`config.mk`:
```
export PLATFORM = sky130hd
export DESIGN_NAME = operand_sender_flat
export DESIGN_NICKNAME = d
export VERILOG_FILES = /design/src/rtl/operand_sender_if.sv /design/src/rtl/operand_sender.sv /design/src/flat_wrapper.sv
export SDC_FILE = /design/constraint.sdc
export NUM_CORES = 1
export LEC_CHECK = 0
export ABC_CLOCK_PERIOD_IN_PS = 2800
export CAP_MARGIN = 10
export CORE_ASPECT_RATIO = 0.7
export CORE_MARGIN = 10
export CORE_UTILIZATION = 56
export CTS_CLUSTER_DIAMETER = 80
export CTS_CLUSTER_SIZE = 8
export DETAILED_ROUTE_END_ITERATION = 16
export GPL_ROUTABILITY_DRIVEN = 0
export GPL_TIMING_DRIVEN = 0
export PLACE_DENSITY_LB_ADDON = 0.1
export RECOVER_POWER = 100
export SYNTH_ARGS = -nofsm -noshare
export SYNTH_HDL_FRONTEND = slang
export SYNTH_SLANG_ARGS = --single-unit
export TNS_END_PERCENT = 10
```
`constraint.sdc`:
```
create_clock -name clk -period 2.8 [get_ports clk]
set_input_delay 0.42 -clock clk [delete_from_list [all_inputs] [get_ports clk]]
set_output_delay 0.42 -clock clk [all_outputs]
set_load 0.03 [all_outputs]
```
`src/rtl/operand_sender_if.sv`:
```
// Operand bus between the sender, its requester and the downstream 4-bit comparator.
interface operand_sender_if;
    logic       start;
    logic [3:0] a;
    logic [3:0] b;
    logic       eq;
    logic [3:0] data_out;
    logic       push1;
    logic       push2;
    logic       busy;
    logic       done;
    logic       result;

    modport master (
        input  start, a, b, eq,
        output data_out, push1, push2, busy, done, result
    );

    modport slave (
        output start, a, b, eq,
        input  data_out, push1, push2, busy, done, result
    );
endinterface

```
`src/rtl/operand_sender.sv`:
```
// Serialises an operand pair onto a shared 4-bit bus with timed push strobes, then samples
// the comparator's eq after a settle window. Every output comes straight from a flop.
module operand_sender #(
    parameter int unsigned HOLD_CYCLES   = 8,
    parameter int unsigned SETTLE_CYCLES = 4
) (
    input  logic             clk,
    input  logic             rst_n,
    operand_sender_if.master bus
);

    localparam logic [7:0] HoldLoad   = 8'(HOLD_CYCLES - 1);
    localparam logic [7:0] SettleLoad = 8'(SETTLE_CYCLES - 1);

    typedef enum logic [2:0] {
        StIdle,
        StSetup1,
        StP1,
        StSetup2,
        StP2,
        StSettle,
        StDone
    } state_e;

    state_e     r_state, w_state_d;
    logic [7:0] r_cnt, w_cnt_d;
    logic [3:0] r_a, w_a_d;
    logic [3:0] r_b, w_b_d;
    logic [3:0] r_data, w_data_d;
    logic       r_push1, w_push1_d;
    logic       r_push2, w_push2_d;
    logic       r_busy, w_busy_d;
    logic       r_done, w_done_d;
    logic       r_result, w_result_d;

    always_comb begin
        w_state_d  = r_state;
        w_cnt_d    = r_cnt;
        w_a_d      = r_a;
        w_b_d      = r_b;
        w_result_d = r_result;

        unique case (r_state)
            StIdle: begin
                if (bus.start) begin
                    w_state_d = StSetup1;
                    w_a_d     = bus.a;
                    w_b_d     = bus.b;
                end
            end
            StSetup1: begin
                w_state_d = StP1;
                w_cnt_d   = HoldLoad;
            end
            StP1: begin
                if (r_cnt == 8'd0) w_state_d = StSetup2;
                else               w_cnt_d   = r_cnt - 8'd1;
            end
            StSetup2: begin
                w_state_d = StP2;
                w_cnt_d   = HoldLoad;
            end
            StP2: begin
                if (r_cnt == 8'd0) begin
                    w_state_d = StSettle;
                    w_cnt_d   = SettleLoad;
                end else begin
                    w_cnt_d = r_cnt - 8'd1;
                end
            end
            StSettle: begin
                if (r_cnt == 8'd0) begin
                    w_state_d  = StDone;
                    w_result_d = bus.eq;
                end else begin
                    w_cnt_d = r_cnt - 8'd1;
                end
            end
            StDone:  w_state_d = StIdle;
            default: w_state_d = StIdle;
        endcase

        // Outputs are decoded from the next state so they line up with it once registered.
        w_push1_d = (w_state_d == StP1);
        w_push2_d = (w_state_d == StP2);
        w_busy_d  = (w_state_d != StIdle);
        w_done_d  = (w_state_d == StDone);

        unique case (w_state_d)
            StSetup1, StP1:                    w_data_d = w_a_d;
            StSetup2, StP2, StSettle, StDone:  w_data_d = w_b_d;
            default:                           w_data_d = r_data;
        endcase
    end

    always_ff @(posedge clk) begin
        if (!rst_n) begin
            r_state  <= StIdle;
            r_cnt    <= 8'd0;
            r_a      <= 4'd0;
            r_b      <= 4'd0;
            r_data   <= 4'd0;
            r_push1  <= 1'b0;
            r_push2  <= 1'b0;
            r_busy   <= 1'b0;
            r_done   <= 1'b0;
            r_result <= 1'b0;
        end else begin
            r_state  <= w_state_d;
            r_cnt    <= w_cnt_d;
            r_a      <= w_a_d;
            r_b      <= w_b_d;
            r_data   <= w_data_d;
            r_push1  <= w_push1_d;
            r_push2  <= w_push2_d;
            r_busy   <= w_busy_d;
            r_done   <= w_done_d;
            r_result <= w_result_d;
        end
    end

    assign bus.data_out = r_data;
    assign bus.push1    = r_push1;
    assign bus.push2    = r_push2;
    assign bus.busy     = r_busy;
    assign bus.done     = r_done;
    assign bus.result   = r_result;

endmodule

```
`src/flat_wrapper.sv`:
```
// flat-port wrapper written by rule: the top's interface ports become plain ports
module operand_sender_flat 
#(
    parameter int unsigned HOLD_CYCLES   = 8,
    parameter int unsigned SETTLE_CYCLES = 4
)
  (clk, rst_n, bus_start, bus_a, bus_b, bus_eq, bus_data_out, bus_push1, bus_push2, bus_busy, bus_done, bus_result);
  operand_sender_if bus_i ();
  input  logic clk;
  input  logic rst_n;
  input wire logic [$bits(bus_i.start)-1:0] bus_start;
  input wire logic [$bits(bus_i.a)-1:0] bus_a;
  input wire logic [$bits(bus_i.b)-1:0] bus_b;
  input wire logic [$bits(bus_i.eq)-1:0] bus_eq;
  output wire logic [$bits(bus_i.data_out)-1:0] bus_data_out;
  output wire logic [$bits(bus_i.push1)-1:0] bus_push1;
  output wire logic [$bits(bus_i.push2)-1:0] bus_push2;
  output wire logic [$bits(bus_i.busy)-1:0] bus_busy;
  output wire logic [$bits(bus_i.done)-1:0] bus_done;
  output wire logic [$bits(bus_i.result)-1:0] bus_result;
  assign bus_i.start = bus_start;
  assign bus_i.a = bus_a;
  assign bus_i.b = bus_b;
  assign bus_i.eq = bus_eq;
  assign bus_data_out = bus_i.data_out;
  assign bus_push1 = bus_i.push1;
  assign bus_push2 = bus_i.push2;
  assign bus_busy = bus_i.busy;
  assign bus_done = bus_i.done;
  assign bus_result = bus_i.result;
  operand_sender #(.HOLD_CYCLES(HOLD_CYCLES), .SETTLE_CYCLES(SETTLE_CYCLES)) u_core (.clk(clk), .rst_n(rst_n), .bus(bus_i));
endmodule
```
==> results_dict.tcl <==
set metrics [dict create \
    ff2ff_path_depth 5 \
    yosysUniqueCellTypes 40 \
    async_reset_ff_share_pct 0 \
    synth.area.top_cells "dfxtp_1 (43%), mux2i_1 (9.9%), nor2_1 (4.3%)" \
    dr.max_layer_used "met4" \
    synth_top_family_by_area "simple AND/OR/NAND/NOR gates" \
    grt_pass1_wl_mm 5.54 \
    path_max_fanout 9 \
    synth_fa_ha_area_share_pct 0.951 \
    synth-seq-cells 28 \
    drcViolationCount 0 \
    finalClockSkew_ns 0.00896 \
    yosys_most_used_dff "dfxtp_1" \
    synthToLayoutAreaGrowth_pct 20.0 \
    endpoint_kind "register" \
    first_iter_violations 97 \
    syn_nets 157 \
    start_util_pct 60.1 \
    synthSimpleGateAreaFrac_pct 22.6 \
    p_total_mw 1.66 \
    first_pass_iters 4 \
    track_usage_pct 14.7 \
    syn_avg_cell_area_um2 9.13 \
    rows 14 \
    core_region_area_mm2 0.00219 \
    antenna_found_initial 0 \
    holdCritPathClass "register to register" \
    h-tree-depth 1 \
    synth_common_cells "dfxtp_1 (28), nor2_1 (15), mux2i_1 (13), a21oi_1 (8)" \
    power_density_mw_per_mm2 1050 \
    wl_per_cell_um 17.2 \
    setup_viol 0 \
    cap_violations 0 \
    postCtsSetupBuffers 0 \
    ctsResizeCount 0 \
    path_class "register to register" \
    die_h_um 60.5 \
    die_area_mm2 0.00472 \
    rsz0062_at_grt "no" \
    hold_path_depth 2 \
    yosys.area.top_type_share_pct 42.6 \
    n_fill_cell 168 \
    syn-instance-count 144 \
    worst_pin_slew_ns 1.02 \
    path_clk_slew_ns 0.16 \
    tns_ns 0 \
    synth-seq-area-share_pct 42.6 \
    n_antenna_cell 0 \
    worst_hold_slack_ns 0.513 \
    insertion_delay_ns 0.34 \
    synth-compound-area-share_pct 19.4 \
    vias 1204 \
    start_kind "register" \
    grt_pass1_vias 1114 \
    gr-total-overflow 0 \
    relSlewSlack_pct 32.1 \
    fin_crit_sh_pct 82.1 \
    synth_edf_count 0 \
    hold_buffers 0 \
    dr_wl_met2_mm 1.65 \
    root_buffer "clkbuf_4" \
    peakVddDrop_uv 511 \
    drive_gt1_share_pct 4.76 \
    io_pins 21 \
    netlist_area_mm2 0.00132 \
    port_buffers 20 \
    tritoncts "done" \
    cp.arrival_ns 2.56 \
    wirelength_mm 3.44 \
    yosys.area.top_type "dfxtp_1" \
    finalMaxSlewViolations 0 \
    yosysMostFrequentCell "dfxtp_1" \
    numCtsBuffers 3 \
    clock.fmax_mhz 435 \
    dp_hpwl_mm 2.65 \
    yosys_warnings 0 \
    die_w_um 77.9 \
    cp.required_ns 3.06 \
    leakage_nw 0.618 \
    grt_max_degree 17 \
    clock_path_buffers 2 \
    muxShareOfSynthArea_pct 9.90 \
    layout.nets 182 \
    hold_viol 0 \
    synthXorXnorAreaFrac_pct 0.666 \
    route.met3.wl_um 284 \
    status "finished, final reports clean" \
    ant_nets 0 \
    drt-met1-wl_mm 1.47 \
    via_per_inst 6.02 \
    fin_crit_ns 2.30 \
    clock_sinks 28 \
]
[area by class of cell]
cell class | count | area, um^2 | area share [%]
plain buffers | 5 | 22.5 | 1.43
clock buffers | 3 | 22.5 | 1.43
clock inverters | 1 | 30.0 | 1.90
inverters | 7 | 26.3 | 1.67
multi-input cells | 104 | 676 | 42.8
flip-flops and latches | 28 | 561 | 35.5
well taps | 32 | 40.0 | 2.54
repair buffers | 20 | 200 | 12.7
[stage by stage]
| step | instance area, um^2 | util [%] | setup WS [ns] | cells |
|---|---|---|---|---|
| 2_1_floorplan | 1320 | - | 1.18 | 144 |
| 4_1_cts | 1610 | 73.4 | 0.666 | 200 |
| 5_1_grt | 1580 | 72.1 | 0.392 | 200 |
| 3_3_place_gp | 1560 | 71.0 | 0.600 | 196 |
| 3_5_place_dp | 1560 | 71.0 | 0.487 | 196 |
| 6_report | 1580 | 72.1 | 0.501 | 200 |
[flip-flops by register name, summed over array words and instances, names as in the netlist]
signal and count:
u_core.r_state 3, u_core.r_b 4, u_core.bus.busy 1, u_core.bus.data_out 4
u_core.bus.done 1, u_core.r_cnt 8, u_core.r_a 4, u_core.bus.push2 1
u_core.bus.result 1, u_core.bus.push1 1
[layout by cell type (no fill, tap or decap), types with 2 or more instances in the layout]
master           instances
or4_1                    2
a221oi_1                 5
clkbuf_1                 4
mux2i_1                 13
nand2_1                  5
clkbuf_4                 3
clkdlybuf4s50_1         11
dfxtp_1                 28
nor3b_1                  3
dlygate4sd3_1            9
nor2b_1                  2
nand2b_1                 4
nand3b_1                 4
o21a_1                   3
nor4_1                   3
or3_1                    2
o21ai_0                  7
or2_2                    2
inv_1                    6
a21oi_1                  8
nor2_1                  16
a211oi_1                 3
nand3_1                  7
[critical path, stage by stage (launching register included)]
cell and delay (ns):
dfxtp_1 0.40, or3_1 0.38, clkbuf_1 0.13, nor2_1 0.77, mux2i_1 0.24, a221oi_1 0.31
[report_power, final]
group	total (mW)	internal [mW]	switching, mW
Sequential	0.577	0.496	0.0807
Combinational	0.818	0.310	0.508
Clock	0.269	0.145	0.124
Total	1.66	0.951	0.712
[final timing paths]
path / startpoint / endpoint / slack (ns)
setup reg to reg: u_core.r_state[0] / u_core.bus.data_out[3] / 0.50
setup / recovery: u_core.r_state[0] / u_core.bus.data_out[3] / 0.50
hold / removal: u_core.r_a[1] / u_core.r_a[1] / 0.51
hold reg to reg: u_core.r_a[1] / u_core.r_a[1] / 0.51
[cells by family after synthesis]
family / after synthesis
flops: 28
buf+inv: 12
fa+ha+maj: 1
simple gates: 54
mux: 13
compound gates: 35
xor+xnor: 1
[metal layers]
| metal | GRT usage [%] | up-vias |
|---|---|---|
| met1 | 18.3 | 571 |
| met5 | 0 | - |
| met2 | 25.2 | 48 |
| li1 | - | 579 |
| met4 | 1.53 | 0 |
| met3 | 4.87 | 6 |
(Power assumes the default switching activity.)
==> RTL edit: new RTL, same flow settings <==
`r_a` no longer has a reset.
--- a/src/rtl/operand_sender.sv
+++ b/src/rtl/operand_sender.sv
@@ -97,7 +97,6 @@
         if (!rst_n) begin
             r_state  <= StIdle;
             r_cnt    <= 8'd0;
-            r_a      <= 4'd0;
             r_b      <= 4'd0;
             r_data   <= 4'd0;
             r_push1  <= 1'b0;
@@ -108,7 +107,6 @@
         end else begin
             r_state  <= w_state_d;
             r_cnt    <= w_cnt_d;
-            r_a      <= w_a_d;
             r_b      <= w_b_d;
             r_data   <= w_data_d;
             r_push1  <= w_push1_d;
@@ -117,6 +115,10 @@
             r_done   <= w_done_d;
             r_result <= w_result_d;
         end
+    end
+
+    always_ff @(posedge clk) begin
+        r_a <= w_a_d;
     end
 
     assign bus.data_out = r_data;
Behaviour: same outputs for any inputs over 10 cycles, from zero or initial values and one cycle with rst_n low; that may be too few to reach the edited logic, so the function may still have changed.
==> RTL edit against the unedited design <==
- die area rose by 4.2%
- cell count did not move
- power rose by 20%
- first-iteration DRC count rose by 20%
- worst setup slack improved by 33 ps
- synthesized area rose by 6.0%
- sequential cell count did not move
- non-clock buffer count rose by 1
- routed wire length fell by 2.7%
- sequential share of layout area fell by 1.9 points
- final area rose by 5.7%
- critical path depth rose by 1
- critical path type is now in2reg
- largest cell class unchanged
- largest power group unchanged
==> RTL edit: results (changes against the unedited design) <==
Number of distinct library cells after synthesis: 46 (+15%)
Skew final: 2.61 ps (-6.35 ps)
Switching pwr: 0.000856 W (+20%)
Net Count, Synth: 155 (-1.3%)
FFs w/ async S/R, synth: 0% (unchanged)
Gate power share: 53.9% (+4.7 points)
Worst-margin pin slew: 607 ps (-408 ps)
R2R setup slack: 560 ps (+60 ps)
Crit path arrival time: 2510 ps (-50 ps)
Hold Path End: u_core.bus.data_out[0]
Total power: 0.00199 W (+20%)
All-Layer GR Usage: 13.5% (-1.2 points)
Pleak: 0.674 nW (+9.0%)
Hold Startpoint: u_core.bus.data_out[0]
Hold Path Depth: 1 (-1)
Seq group: 0.000651 W (+13%)
Outcome: finished clean
DRT iter0 DRCs: 116 (+20%)
Maximum vdd drop: 0.000587 V (+15%)
Synth cell count leaders: dfxtp_1 (28), nor2_1 (10), nand3_1 (9)
Peak fanout along the critical path: 8 (-1)
Vias in the first global route: 1104 (-0.90%)
Via-to-Cell Ratio: 6.00 (-0.33%)
Sequential fraction of the synthesis area: 40.2% (-2.4 points)
First-pass GRT wire length: 5220 um (-5.7%)
Detailed Route WL: 3350 um (-2.7%)
Cts bufs inserted: 3 (unchanged)
Fin nets: 180 (-1.1%)
Mapped Cells: 142 (-1.4%)
Reg2Reg Launch Point: u_core.r_cnt[0]
DR vias: 1200 (-0.33%)
Worst reg2reg endpoint: u_core.r_cnt[5]
CP delay by family, top: buffers and inverters
Filler cells: 201 (+20%)
Share of layout cells above drive strength 1: 10.8% (+6.1 points)
==> RTL edit: cell count changes after synthesis, sizes merged, moves of 3 or more <==
cell	unedited run	this run
mux2	0	4
mux2i	13	8
o21ai	7	1
a32o	0	4
nor2	16	12
a211o	0	3
a21o	0	6
a221oi	5	0
==> RTL edit: layout make-up <==
class	count	area share (%)
multi-input combinational	104	46.1
sequential	28	33.6
timing repair buffer	20	12.0
tap	34	2.55
clock inverter	1	1.80
buffer	6	1.65
clock buffer	3	1.35
inverter	4	0.900
==> RTL edit: kinds of logic after synthesis <==
| family | Yosys count | synth area share, % |
|---|---|---|
| adder cells (fa/ha/maj) | 1 | 0.898 |
| buffers and inverters | 10 | 3.41 |
| AND/OR/NAND/NOR | 52 | 23.2 |
| flip-flops | 28 | 40.2 |
| multiplexers | 12 | 8.98 |
| AO/OA/AOI/OAI | 39 | 23.3 |
==> RTL edit: worst max-delay path by stage <==
stage	to	slack, ps
2_1_floorplan	u_core.r_cnt[2]	1040
3_3_place_gp	u_core.bus.data_out[1]	470
3_5_place_dp	u_core.bus.data_out[3]	460
4_1_cts	u_core.bus.data_out[3]	790
5_1_grt	u_core.bus.data_out[3]	430
6_report	u_core.bus.data_out[1]	530
==> RTL edit: metal layers <==
metal	vias up	track usage, %	routed length (um)
li1	585	-	-
met1	559	18.4	1590
met2	51	19.9	1410
met3	5	4.60	308
met4	0	3.05	30
met5	-	0	0
==> RTL edit: metrics by stage <==
stage | cell area, um^2 | hold slack (ps) | worst slack (ps)
after floorplan | 1390 | 435 | 1040
after global placement | 1640 | 448 | 465
after detailed placement | 1640 | 458 | 455
after CTS | 1690 | 493 | 790
after global routing | 1670 | 512 | 428
final | 1670 | 481 | 534
